<file path="src/rtl/rr_arb8_pkg.sv">
// -----------------------------------------------------------------------------
// arb_pkg
//   Shared types and helpers for the eight-way round-robin arbiter.
//   - N_REQ / IDX_W : requester count and grant-index width
//   - arb_state_t   : arbiter FSM states
//   - rr_pick()     : rotating-priority search used for every new grant
// -----------------------------------------------------------------------------
package arb_pkg;

    localparam int N_REQ = 8;
    localparam int IDX_W = 3;

    typedef logic [N_REQ-1:0] req_vec_t;
    typedef logic [IDX_W-1:0] idx_t;

    typedef enum logic {
        IDLE  = 1'b0,
        GRANT = 1'b1
    } arb_state_t;

    // Scan ptr+1, ptr+2, ... wrapping, with ptr itself examined last.
    // When excl_valid is set, index excl is skipped (a holder whose hold
    // time just expired may not win again on that edge). If nothing is
    // eligible the pointer is returned; callers only use the result when
    // at least one eligible request exists.
    function automatic idx_t rr_pick(
        input req_vec_t req,
        input idx_t     ptr,
        input logic     excl_valid,
        input idx_t     excl
    );
        idx_t pick;
        idx_t idx;
        logic found;
        pick  = ptr;
        found = 1'b0;
        for (int k = 1; k <= N_REQ; k++) begin
            idx = ptr + idx_t'(k);
            if (!found && req[idx] && !(excl_valid && (idx == excl))) begin
                pick  = idx;
                found = 1'b1;
            end
        end
        return pick;
    endfunction

    // True when some request other than index c is pending.
    function automatic logic others_pending(input req_vec_t req, input idx_t c);
        return |(req & ~(req_vec_t'(1) << c));
    endfunction

endpackage

</file>
<file path="src/rtl/rr_arb8_if.sv">
// -----------------------------------------------------------------------------
// rr_arb8_if
//   Request/grant bundle between the requesters and the arbiter.
//   - req    : level request lines, one per requester
//   - gnt    : one-hot grant, all zero when idle
//   - gnt_id : index of the current grantee (valid while busy)
//   - busy   : a grant is active
//   master : requester side (drives req)
//   slave  : arbiter side (drives gnt, gnt_id, busy)
// -----------------------------------------------------------------------------
interface rr_arb8_if;
    import arb_pkg::*;

    req_vec_t req;
    req_vec_t gnt;
    idx_t     gnt_id;
    logic     busy;

    modport master (
        output req,
        input  gnt,
        input  gnt_id,
        input  busy
    );

    modport slave (
        input  req,
        output gnt,
        output gnt_id,
        output busy
    );

endinterface

</file>
<file path="src/rtl/rr_arb8_dec3to8.sv">
// -----------------------------------------------------------------------------
// dec3to8
//   3-to-8 one-hot decoder with enable.
//   - din  : binary index
//   - en   : when low, the output is all zero
//   - dout : one-hot of din when enabled
// -----------------------------------------------------------------------------
module dec3to8
    import arb_pkg::*;
(
    input  idx_t     din,
    input  logic     en,
    output req_vec_t dout
);

    // NOTE: every output of a combinational block gets a default first so
    // that no path leaves it unassigned, which would infer a latch.
    always_comb begin
        dout = '0;
        if (en) begin
            dout[din] = 1'b1;
        end
    end

endmodule

</file>
<file path="src/rtl/rr_arb8.sv">
// -----------------------------------------------------------------------------
// rr_arb8
//   Eight-way round-robin arbiter with bounded hold time. A grantee keeps
//   the resource while its request stays high, but for at most HOLD_MAX
//   consecutive cycles while anybody else is waiting. Priority rotates
//   from the last-served requester.
//   Parameters:
//   - HOLD_MAX : max consecutive contended grant cycles (1..255)
//   Ports:
//   - clk   : rising-edge clock
//   - rst_n : asynchronous active-low reset
//   - bus   : rr_arb8_if.slave (req in; gnt, gnt_id, busy out)
// -----------------------------------------------------------------------------
module rr_arb8
    import arb_pkg::*;
#(
    parameter int HOLD_MAX = 4
) (
    input  logic       clk,
    input  logic       rst_n,
    rr_arb8_if.slave   bus
);

    // Hold counter only needs to reach HOLD_MAX-1; keep at least one bit.
    localparam int HC_W = (HOLD_MAX > 1) ? $clog2(HOLD_MAX) : 1;
    localparam logic [HC_W-1:0] HOLD_LAST = HC_W'(HOLD_MAX - 1);

    generate
        if (HOLD_MAX < 1 || HOLD_MAX > 255) begin : g_bad_hold_max
            $error("rr_arb8: HOLD_MAX must be in 1..255");
        end
    endgenerate

    arb_state_t      state_q, state_d;
    idx_t            gnt_id_q, gnt_id_d;
    idx_t            ptr_q, ptr_d;
    logic [HC_W-1:0] hold_q, hold_d;

    logic     holder_req;
    logic     contended;
    logic     busy;
    req_vec_t gnt;

    assign holder_req = bus.req[gnt_id_q];
    assign contended  = others_pending(bus.req, gnt_id_q);

    // Next-state and next-register logic.
    always_comb begin
        state_d  = state_q;
        gnt_id_d = gnt_id_q;
        ptr_d    = ptr_q;
        hold_d   = hold_q;

        case (state_q)
            IDLE: begin
                if (|bus.req) begin
                    state_d  = GRANT;
                    gnt_id_d = rr_pick(bus.req, ptr_q, 1'b0, '0);
                    hold_d   = '0;
                end
            end

            GRANT: begin
                if (!holder_req) begin
                    // Release: hand over without an idle cycle if possible.
                    ptr_d  = gnt_id_q;
                    hold_d = '0;
                    if (|bus.req) begin
                        gnt_id_d = rr_pick(bus.req, gnt_id_q, 1'b0, '0);
                    end else begin
                        state_d = IDLE;
                    end
                end else if (contended && (hold_q == HOLD_LAST)) begin
                    // Expire: the holder is excluded from this search.
                    ptr_d    = gnt_id_q;
                    gnt_id_d = rr_pick(bus.req, gnt_id_q, 1'b1, gnt_id_q);
                    hold_d   = '0;
                end else if (hold_q != HOLD_LAST) begin
                    // Contended and below the limit, or uncontested and not
                    // yet saturated. An uncontested holder parks at
                    // HOLD_LAST, so a newcomer takes over on the next edge.
                    hold_d = hold_q + HC_W'(1);
                end
            end
        endcase
    end

    // NOTE: sequential state uses non-blocking assignments so every register
    // samples the values from before the edge, independent of block order.
    always_ff @(posedge clk or negedge rst_n) begin
        if (!rst_n) begin
            state_q  <= IDLE;
            gnt_id_q <= '0;
            ptr_q    <= idx_t'(N_REQ - 1);
            hold_q   <= '0;
        end else begin
            state_q  <= state_d;
            gnt_id_q <= gnt_id_d;
            ptr_q    <= ptr_d;
            hold_q   <= hold_d;
        end
    end

    assign busy = (state_q == GRANT);

    // Grant vector decoded purely from registers, so it is glitch-free.
    dec3to8 u_dec (
        .din  (gnt_id_q),
        .en   (busy),
        .dout (gnt)
    );

    assign bus.gnt    = gnt;
    assign bus.gnt_id = gnt_id_q;
    assign bus.busy   = busy;

    a_gnt_onehot0 : assert property (
        @(posedge clk) disable iff (!rst_n) $onehot0(bus.gnt)
    );

    a_busy_matches_gnt : assert property (
        @(posedge clk) disable iff (!rst_n) bus.busy == (bus.gnt != '0)
    );

endmodule

</file>
<file path="src/flat_wrapper.sv">
// flat-port wrapper written by rule: the top's interface ports become plain ports
module rr_arb8_flat import arb_pkg::*;
#(
    parameter int HOLD_MAX = 4
)
  (clk, rst_n, bus_req, bus_gnt, bus_gnt_id, bus_busy);
  rr_arb8_if bus_i ();
  input  logic clk;
  input  logic rst_n;
  input wire logic [$bits(bus_i.req)-1:0] bus_req;
  output wire logic [$bits(bus_i.gnt)-1:0] bus_gnt;
  output wire logic [$bits(bus_i.gnt_id)-1:0] bus_gnt_id;
  output wire logic [$bits(bus_i.busy)-1:0] bus_busy;
  assign bus_i.req = bus_req;
  assign bus_gnt = bus_i.gnt;
  assign bus_gnt_id = bus_i.gnt_id;
  assign bus_busy = bus_i.busy;
  rr_arb8 #(.HOLD_MAX(HOLD_MAX)) u_core (.clk(clk), .rst_n(rst_n), .bus(bus_i));
endmodule
</file>
<file path="config.mk">
export PLATFORM = sky130hd
export DESIGN_NAME = rr_arb8_flat
export DESIGN_NICKNAME = d
export VERILOG_FILES = /design/src/rtl/rr_arb8_pkg.sv /design/src/rtl/rr_arb8_if.sv /design/src/rtl/rr_arb8_dec3to8.sv /design/src/rtl/rr_arb8.sv /design/src/flat_wrapper.sv
export SDC_FILE = /design/constraint.sdc
export NUM_CORES = 1
export LEC_CHECK = 0
export BUFFER_PORTS_ARGS = -buffer_cell sky130_fd_sc_hd__buf_2
export CAP_MARGIN = 10
export CORE_MARGIN = 3
export CORE_UTILIZATION = 62
export CTS_CLUSTER_SIZE = 40
export DETAILED_ROUTE_END_ITERATION = 10
export GPL_TIMING_DRIVEN = 0
export PLACE_DENSITY = 0.82
export SYNTH_ARGS = -nofsm -noshare
export SYNTH_HDL_FRONTEND = slang
export SYNTH_SLANG_ARGS = --single-unit
</file>
<file path="constraint.sdc">
create_clock -name clk -period 4.1 [get_ports clk]
set_input_delay 0.615 -clock clk [delete_from_list [all_inputs] [get_ports clk]]
set_output_delay 0.615 -clock clk [all_outputs]
set_load 0.05 [all_outputs]
</file>
; Word-level counts from Yosys, hierarchy flattened
; Index checks and enable logic that the tools add are counted.
; W data, S select, Z words.
[word_totals]
ff_bits = 9
latch_bits = 0
mem_bits_rw = 0
mem_bits_ro = 0
inputBits = 10
output_inout_bits = 12
elab_cells = 264
memories = 0
[op_classes]
n_addsub = 15
n_mul = 0
n_div = 0
magnitude_cmp = 17
n_eq_ne = 17
n_shift = 1
muxes = 146
bitwise_logic = 3
reduce_logical = 61
[ops]
columns = cell, count
row1 = $mux W1, 92
row2 = $mux W3, 29
row3 = $lt A3 B4 Y1 const B, 16
row4 = $bmux W1 S3, 16
row5 = $logic_and A1 B1 Y1, 29
row6 = $logic_not A1 Y1, 27
row7 = $add A3 B3 Y3 const B, 8
row8 = $eq A3 B3 Y1, 7
row9 = $ne A9 B9 Y1 const B, 2
row10 = $reduce_or A8 Y1, 2
row11 = $add A3 B2 Y3 const B, 4
row12 = $ne A3 B3 Y1 const B, 3
row13 = $and A8 B8 Y8, 1
row14 = $mux W2, 4
row15 = $mux W8, 1
row16 = $not A8 Y8, 1
row17 = $shl A1 B3 Y8 const A, 1
row18 = $add A3 B1 Y3 const B, 2
row19 = $pmux W3 S2, 1
row20 = $reduce_and A6 Y1, 1
row21 = $ne A2 B2 Y1 const B, 2
row22 = $ne A4 B4 Y1 const B, 1
row23 = $pmux W2 S2, 1
row24 = $reduce_and A2 Y1, 2
row25 = 7 further kinds, 7

; Depth between registers and ports, before layout
; Gate-level depths: netlist (run 1).
[logic_depth]
ltp_word = 50
ltp_mapped = 12
ltp_nobuf = 9

; Modules after synthesis
; Synthesis (run 1) repeated with hierarchy kept, for this count alone.
[unflattened]
cells_unflattened = 276
hier_area_um2 = 2507.4
[modules_own_cells]
columns = mod, n_inst, cells_per_inst, area_each_um2, seq_area_each_um2
row1 = rr_arb8, 1, 268, 2412.3, 229.0
row2 = dec3to8, 1, 8, 95.1, 0.0

; Worst setup path before layout (run 1)
; No wires, ideal clock.
[synth_timing]
path_type = reg-to-reg
from = reg u_core.gnt_id_q[0] (netlist: u_core.bus.gnt_id[0])
to = reg u_core.gnt_id_q[1] (netlist: u_core.bus.gnt_id[1])
setup_time_ns = 0.125
arrival_time_ns = 3.489
t_required_ns = 3.975
slack_ns = 0.487
path_stages_with_launch = 11
n_path_buf = 2
synth_period_minus_slack_ns = 3.613
path_cell_list = dfrtp_1 -> buf_2 -> inv_1 -> clkbuf_1 -> ha_1 -> mux4_2 -> mux2_2 -> a31o_2 -> a222oi_1 -> o32ai_1 -> mux2_2
[synth_via]
elab_chain_cells = 50
elab_cells_between_ends = 152
cone_classes = 7 x add/sub / 12 x eq/ne / 1 x shift / 87 x mux / 2 x bitwise / 43 x reduce/logical
[synth_rtl]
columns = item, line
row1 = from (decl), rr_arb8.sv:35  ; idx_t gnt_id_q, gnt_id_d;
row2 = from (signal assigned), rr_arb8.sv:98  ; gnt_id_q <= gnt_id_d;
row3 = $add A3 B1 Y3, rr_arb8_pkg.sv:38  ; idx = ptr + idx_t'(k);
row4 = $bmux W1 S3 / $eq A3 B3 Y1 (equally long branches), rr_arb8_pkg.sv:39  ; if (!found && req[idx] && !(excl_valid && (idx == excl))) begin
row5 = $mux W1 (not written as such) / $logic_not A1 Y1 (equally long branches), rr_arb8_pkg.sv:39
row6 = $logic_and A1 B1 Y1, rr_arb8_pkg.sv:39
row7 = $mux W1, rr_arb8_pkg.sv:39
row8 = $mux W1, rr_arb8.sv:73  ; end else if (contended && (hold_q == HOLD_LAST)) begin
row9 = $mux W1, rr_arb8.sv:64  ; if (!holder_req) begin
row10 = $mux W1, rr_arb8.sv:54  ; case (state_q)
row11 = [... 33 more ...], -
row12 = $mux W1, rr_arb8.sv:64
row13 = $mux W1, rr_arb8.sv:54
row14 = $logic_not A1 Y1, rr_arb8_pkg.sv:39
row15 = $logic_and A1 B1 Y1 (2 in a row), rr_arb8_pkg.sv:39
row16 = $mux W3, rr_arb8_pkg.sv:39
row17 = $mux W3, rr_arb8.sv:73
row18 = $mux W3, rr_arb8.sv:64
row19 = $pmux W3 S2, rr_arb8.sv:54
; Several ways; a longest one is shown, not always the timed one. The select of a mux whose other input is x is not followed.
; A chain may end at the register's enable or synchronous reset.

; Final worst setup path (run 1)
; Ends and elaborated chain as after synthesis.

==> key figures, run 1 <==
Synthesis
  – Most area-hungry cell type in the Yosys netlist: sky130_fd_sc_hd__mux4_2
  – Synth top cells by count: sky130_fd_sc_hd__nand2_1 (21), sky130_fd_sc_hd__mux2i_1 (20), sky130_fd_sc_hd__nor2_1 (19)
  – Top area cells in the synthesized netlist: sky130_fd_sc_hd__mux4_2 (15%), sky130_fd_sc_hd__mux2i_1 (7.9%), sky130_fd_sc_hd__ha_1 (6.9%)
  – Share of flip-flops with an asynchronous set or reset: 100%
  – Post-synthesis sequential element count: 9
  – Mean post-synth cell area: slightly above 9 um^2
  – Syn_nets: roughly 300
  – Synth top area share: around 15%
  – Most frequently used cell type in the post-synthesis netlist: sky130_fd_sc_hd__nand2_1
  – Post-Synthesis Cell Area: roughly 0.0025 mm^2
  – Number of enable flip-flop cells after synthesis: 0
  – Leading register cell type out of synthesis: sky130_fd_sc_hd__dfrtp_1
  – Count of distinct cell types in the synthesized netlist: 67
  – Synthesized netlist cell count: 278
  – Number of warnings reported in the yosys synthesis log: 0
  – Proportion of synthesized chip area in sequential cells: about 9%

Placed design
  – Half-perimeter wire length of the detailed placement result: about 5200 um
  – IO buf count: 21
  – Post-placement cell count: around 350
  – Routability congestion estimate from global placement: between 0.9 and 1

Timing
  – Final worst clock skew: around 0.0041 ns
  – Endpoints failing setup: 0
  – Max frequency: between 200 and 300 MHz
  – Worst Hold Margin: 0.223 ns
  – Post-route fraction of the period consumed by the critical path: around 95%
  – Setup repair after global routing missed its margin: false
  – Max-slew violation count: 0
  – Setup TNS: 0 ns
  – Clock period minus worst slack: approximately 3.9 ns
  – Worst-case headroom to the max-slew limit: between 50% and 60%
  – Tightest Pin Transition: around 0.62 ns
  – Number of hold violations in the final report: 0

Detailed routing
  – Overall via count from detail_route: between 2,000 and 3,000
  – Remaining number of nets flagged by the antenna check after routing: 0
  – Drt total wl: roughly 6900 um
  – Initial drt markers: 212
  – Iteration count of the initial detailed-routing pass: 5
  – Vias/cell: just over 7
  – Final routed wire length divided by cell count: 19.7 um
  – Number of design rule violations left after detail routing: 0

CTS
  – Clock latency of the later-clocked register in the worst-skew pair: ~0.23 ns
  – Post-CTS clock slew at the launch and capture registers of the worst setup and hold paths: approximately 0.050 ns
  – Deepest level of the CTS H-tree: 1
  – Max Buffers Root-to-Sink: 2
  – CTS tree: done
  – Root cell of the clock tree: sky130_fd_sc_hd__clkbuf_8
  – Number of CTS-inserted buffers: 3
  – Clock sink count: 9

Setup path
  – WP data arrival: about 4.0 ns
  – Endpoint kind of the worst setup timing path: flop
  – Data required time at the worst endpoint: roughly 4.2 ns
  – Critical Path Source Type: flop
  – Top fanout value on the critical path: 12
  – Setup Crit Path Kind: reg2reg

Die
  – Row count: 22
  – Total I/O pin count: 22
  – Placeable core region: 0.00380 mm^2
  – Floorplan die area: approximately 0.0049 mm^2
  – Die Wd: 70.0 um
  – Effective utilization at floorplan: between 60% and 70%
  – Chip height: about 70 um

Cells and area
  – Share of cells above drive strength 1: 31.0%
  – Flip-flop and latch area: between 200 and 250 um^2
  – Count of nets after finishing: approximately 330
  – Area of combinational cells with multiple inputs: 0.00212 mm^2
  – Number of inserted filler cells in the final layout: approximately 300
  – Number of non-filler instances in the completed layout: 351
  – Syn-to-layout area delta: 8.86%
  – Antenna diodes: 0

Run
  – Max Cap Violations: 0

Global routing
  – Vias in the first global route: approximately 2,400
  – Overall Global Routing Usage: ~29%
  – Largest net degree at the start of global routing: 13
  – Grt total ovfl: 0
  – Number of antenna violations at the first check in global routing: 0
  – Wire length of the first global-routing pass: about 12,000 um

Outcome
  – Run status: finished clean

Worst hold path
  – Classification of the worst-slack hold path: in2async
[kinds of logic (layout without fill, tap and decap cells)]
logic type | after synthesis | in the layout | share of synthesized area (%)
AND/OR/NAND/NOR | 85 | 85 | 17.4
AO/OA/AOI/OAI | 73 | 73 | 21.3
multiplexers | 56 | 56 | 34.9
buffers and inverters | 37 | 62 | 8.12
adder cells (fa/ha/maj) | 14 | 14 | 6.89
flip-flops | 9 | 9 | 9.01
XOR/XNOR | 4 | 4 | 2.41
[through the flow]
step,instance area [um^2],util [%],worst slack [ns]
floorplan,2540,-,0.487
global placement,2710,71.3,0.263
detailed placement,2710,71.3,0.237
CTS,2750,72.5,0.202
global route,2770,72.9,0.0315
finish,2770,72.9,0.225
[cells in the final DEF, fill, tap and decap left out, types with 3 or more instances in the layout]
master,synthesis,layout
sky130_fd_sc_hd__nor3_1,5,5
sky130_fd_sc_hd__buf_2,11,32
sky130_fd_sc_hd__mux2i_1,20,20
sky130_fd_sc_hd__mux2_2,12,12
sky130_fd_sc_hd__nand2b_1,3,3
sky130_fd_sc_hd__o211ai_1,3,3
sky130_fd_sc_hd__a21boi_0,7,7
sky130_fd_sc_hd__nand2_1,21,21
sky130_fd_sc_hd__buf_6,4,4
sky130_fd_sc_hd__clkbuf_1,6,7
sky130_fd_sc_hd__nand4_1,3,3
sky130_fd_sc_hd__and2_1,5,5
sky130_fd_sc_hd__o21ai_0,12,12
sky130_fd_sc_hd__ha_1,14,13
sky130_fd_sc_hd__dfrtp_1,6,6
sky130_fd_sc_hd__o221ai_2,1,3
sky130_fd_sc_hd__a21oi_1,6,6
sky130_fd_sc_hd__mux4_1,3,3
sky130_fd_sc_hd__nor2_1,19,19
sky130_fd_sc_hd__nand3_1,9,9
sky130_fd_sc_hd__a31o_2,3,3
sky130_fd_sc_hd__dfstp_2,3,3
sky130_fd_sc_hd__inv_1,12,12
sky130_fd_sc_hd__mux4_2,17,17
sky130_fd_sc_hd__o31ai_1,5,5
sky130_fd_sc_hd__clkbuf_8,0,3
sky130_fd_sc_hd__mux2i_4,4,4
sky130_fd_sc_hd__a31oi_1,3,3
sky130_fd_sc_hd__and3_1,9,9
sky130_fd_sc_hd__o221ai_1,6,4
[critical path, stage by stage (launching register included)]
cell and delay (ns):
sky130_fd_sc_hd__dfrtp_1 0.53, sky130_fd_sc_hd__buf_2 0.33, sky130_fd_sc_hd__inv_1 0.16, sky130_fd_sc_hd__clkbuf_1 0.33
sky130_fd_sc_hd__ha_2 0.51, sky130_fd_sc_hd__mux4_2 0.58, sky130_fd_sc_hd__mux2_2 0.36, sky130_fd_sc_hd__nor2_4 0.14
sky130_fd_sc_hd__and3_1 0.26, sky130_fd_sc_hd__a31o_2 0.18, sky130_fd_sc_hd__o32ai_1 0.09, sky130_fd_sc_hd__mux2_2 0.28
[flip-flops by register name, indices dropped and copies added, names as in the netlist]
| signal | flops |
|---|---|
| u_core.hold_q | 2 |
| u_core.ptr_q | 3 |
| u_core.bus.busy | 1 |
| u_core.bus.gnt_id | 3 |
[layer usage]
| metal | vias up | global-route usage [%] | share of wire, % |
|---|---|---|---|
| met5 | - | 0 | 0 |
| met4 | 0 | 10.0 | 3.5 |
| met3 | 30 | 2.30 | 7.3 |
| met2 | 131 | 48.8 | 50 |
| met1 | 1215 | 38.6 | 40 |
| li1 | 1146 | - | - |
[area by class of cell]
cell class              instances  area share (%)
flip-flops and latches          9            8.27
well taps                      48            2.17
repair buffers                 21            3.80
plain buffers                  24            5.70
multi-input cells             232            76.7
inverters                      13            1.76
clock buffers                   4            1.63
[what timing repair did]
item | CTS | global route
setup endpoints to repair | 0 | 3
buffers inserted | 0 | 0
hold buffers | 0 | 0
resized for setup | 0 | 3
[path summary, 6_finish.rpt]
path	from	endpoint	slack, ns	depth (start not counted)
max	u_core.bus.gnt_id[0]$_DFFE_PN0P_	u_core.bus.gnt_id[1]$_DFFE_PN0P_	0.23	11
max reg2reg	u_core.bus.gnt_id[0]$_DFFE_PN0P_	u_core.bus.gnt_id[1]$_DFFE_PN0P_	0.23	11
max in group asynchronous	rst_n	u_core.ptr_q[0]$_DFFE_PN1P_	3.64	1
min	rst_n	u_core.bus.gnt_id[0]$_DFFE_PN0P_	0.22	1
min in group clk	u_core.hold_q[0]$_DFFE_PN0P_	u_core.hold_q[0]$_DFFE_PN0P_	0.50	1
min reg2reg	u_core.hold_q[0]$_DFFE_PN0P_	u_core.hold_q[0]$_DFFE_PN0P_	0.50	1
Power of run 1 is not shown: default switching activity piles up to over one toggle a cycle in this logic, so the estimate is an artifact.
==> run 2: changes to the inputs <==
- MAX_ROUTING_LAYER: default -> met4
==> run 2 against run 1 <==
Compared with the run above:
- flip-flop and latch count unchanged
- maximum frequency shrank 1.1%
- non-clock buffer count unchanged
- via count rose by 1.0%
- core utilization increased by 0.13 points
- critical endpoint unchanged
==> key figures, run 2 (synthesized netlist as in run 1, its figures left out) <==
Timing
  – Max frequency: 255 MHz
  – Tightest Pin Transition: between 0.5 and 0.6 ns
  – Clock period minus worst slack: between 3 and 4 ns
  – Setup repair after global routing missed its margin: false
  – Max-slew violation count: 0
  – Final worst clock skew: between 0.006 and 0.007 ns
  – Post-route fraction of the period consumed by the critical path: a little over nine tenths
  – Worst-case headroom to the max-slew limit: about three fifths
  – Number of hold violations in the final report: 0
  – Endpoints failing setup: 0
  – Setup TNS: 0 ns

Setup path
  – Cell-by-cell listing of the critical path: buf_2, inv_1, clkbuf_1, ha_1, mux4_2, mux2_2, a31o_2, a222oi_1, o32ai_1, mux2_2
  – Logic depth of the worst path, buffers included: 10
  – Number of cells traversed by the worst register-to-register path: 10
  – Standard cell with the maximum stage delay on the critical path: sky130_fd_sc_hd__mux4_2
  – Origin of the worst setup path: u_core.bus.gnt_id[0]$_DFFE_PN0P_
  – Setup Crit Path Kind: reg2reg
  – Terminus of the critical flop-to-flop path: u_core.bus.gnt_id[1]$_DFFE_PN0P_
  – Critical Path Source Type: flop
  – WP data arrival: 4.05 ns
  – Count of buffer and inverter cells on the critical path: 3
  – Worst reg2reg setup slack: between 0.15 and 0.2 ns
  – Highest cell delay on the worst timing path: around 0.61 ns
  – Data required time at the worst endpoint: between 4 and 5 ns
  – Endpoint kind of the worst setup timing path: flop
  – Top fanout value on the critical path: 12
  – Largest delay share family, worst path: multiplexers
  – CP most frequent cell: sky130_fd_sc_hd__mux2_2
  – Crit Reg-Reg Startpoint: u_core.bus.gnt_id[0]$_DFFE_PN0P_

Cells and area
  – Syn-to-layout area delta: 9.06%
  – Share of cells above drive strength 1: a little under a third
  – Flip-flop and latch area: around 230 um^2
  – Number of inserted filler cells in the final layout: roughly 310
  – Commonest cells after routing, fill and taps aside: sky130_fd_sc_hd__buf_2 (32), sky130_fd_sc_hd__nand2_1 (21), sky130_fd_sc_hd__mux2i_1 (20)
  – Antenna diodes: 0
  – Area of combinational cells with multiple inputs: 0.00213 mm^2
  – Count of nets after finishing: 328
  – Most common library cell in the layout ignoring fill and taps: sky130_fd_sc_hd__buf_2

Die
  – Chip height: between 70 and 80 um
  – Die Wd: 70.0 um
  – Placeable core region: about 0.0038 mm^2
  – Effective utilization at floorplan: roughly two thirds
  – Total I/O pin count: 22
  – Row count: 22
  – Floorplan die area: a little under 0.005 mm^2

Detailed routing
  – Number of design rule violations left after detail routing: 0
  – Drt total wl: 7070 um
  – Iteration count of the initial detailed-routing pass: 9
  – Final routed wire length divided by cell count: ~20 um
  – Vias/cell: slightly above 7
  – Remaining number of nets flagged by the antenna check after routing: 0
  – Initial drt markers: roughly 230
  – Overall via count from detail_route: around 2,500

Outcome
  – Run status: finished clean

Global routing
  – Overall Global Routing Usage: 30.0%
  – Vias in the first global route: 2,326
  – Largest net degree at the start of global routing: 13
  – Grt total ovfl: 0
  – Number of antenna violations at the first check in global routing: 0
  – Wire length of the first global-routing pass: 11,700 um

CTS
  – Max Buffers Root-to-Sink: 2
  – Clock latency of the later-clocked register in the worst-skew pair: between 0.2 and 0.25 ns
  – Root cell of the clock tree: sky130_fd_sc_hd__clkbuf_8
  – Buffers inserted during post-CTS setup optimization: 0
  – Deepest level of the CTS H-tree: 1
  – CTS tree: done
  – Clock sink count: 9
  – Post-CTS clock slew at the launch and capture registers of the worst setup and hold paths: ~0.05 ns
  – Number of CTS-inserted buffers: 3

Placed design
  – Routability congestion estimate from global placement: ~0.98
  – Half-perimeter wire length of the detailed placement result: about 5300 um
  – IO buf count: 21

Run
  – Max Cap Violations: 0

Worst hold path
  – Classification of the worst-slack hold path: in2async
[run 2: cell types whose count changed in the layout (fill, tap and decap cells not counted), sizes merged]
cell / previous run / this run
clkbuf: 10 / 9
clkinv: 0 / 1
[run 2: through the flow]
step | utilization, % | setup slack (ns) | hold WS, ns | cell area, um^2 | cells
6_report | 73.0 | 0.182 | 0.208 | 2770 | 351
5_1_grt | 73.0 | 0.00129 | 0.215 | 2770 | 351
4_1_cts | 72.5 | 0.171 | 0.210 | 2750 | 351
3_5_place_dp | 71.3 | 0.182 | 0.472 | 2710 | 347
3_3_place_gp | 71.3 | 0.201 | 0.464 | 2710 | 347
2_1_floorplan | - | 0.487 | 0.319 | 2540 | 278
[run 2: how the worst max path moves through the flow]
stage                                            end  slack [ns]
finish              u_core.bus.gnt_id[1]$_DFFE_PN0P_        0.18
global route        u_core.bus.gnt_id[1]$_DFFE_PN0P_       0.001
CTS                 u_core.bus.gnt_id[1]$_DFFE_PN0P_        0.17
detailed placement  u_core.bus.gnt_id[1]$_DFFE_PN0P_        0.18
global placement    u_core.bus.gnt_id[1]$_DFFE_PN0P_        0.20
floorplan           u_core.bus.gnt_id[1]$_DFFE_PN0P_        0.49
[run 2: metal layers]
layer  vias up  global-route usage (%)  share of wire [%]
met5         -                       -                  0
met4         0                    9.79                3.5
met3        31                    4.17                7.2
met2       156                    50.1                 50
met1      1214                    37.6                 40
li1       1147                       -                  -
[run 2: repair_timing]
action | CTS | global route
setup endpoints to repair | 0 | 3
gates resized for setup | 0 | 3
hold buffers | 0 | 0
[run 2: area by class of cell]
| class | count | area share (%) |
|---|---|---|
| Clock buffer | 3 | 1.49 |
| Tap cell | 48 | 2.17 |
| Clock inverter | 1 | 0.181 |
| Buffer | 24 | 5.69 |
| Sequential cell | 9 | 8.26 |
| Timing Repair Buffer | 21 | 3.79 |
| Multi-Input combinational cell | 232 | 76.7 |
| Inverter | 13 | 1.76 |
Power of run 2 is left out for the same reason.
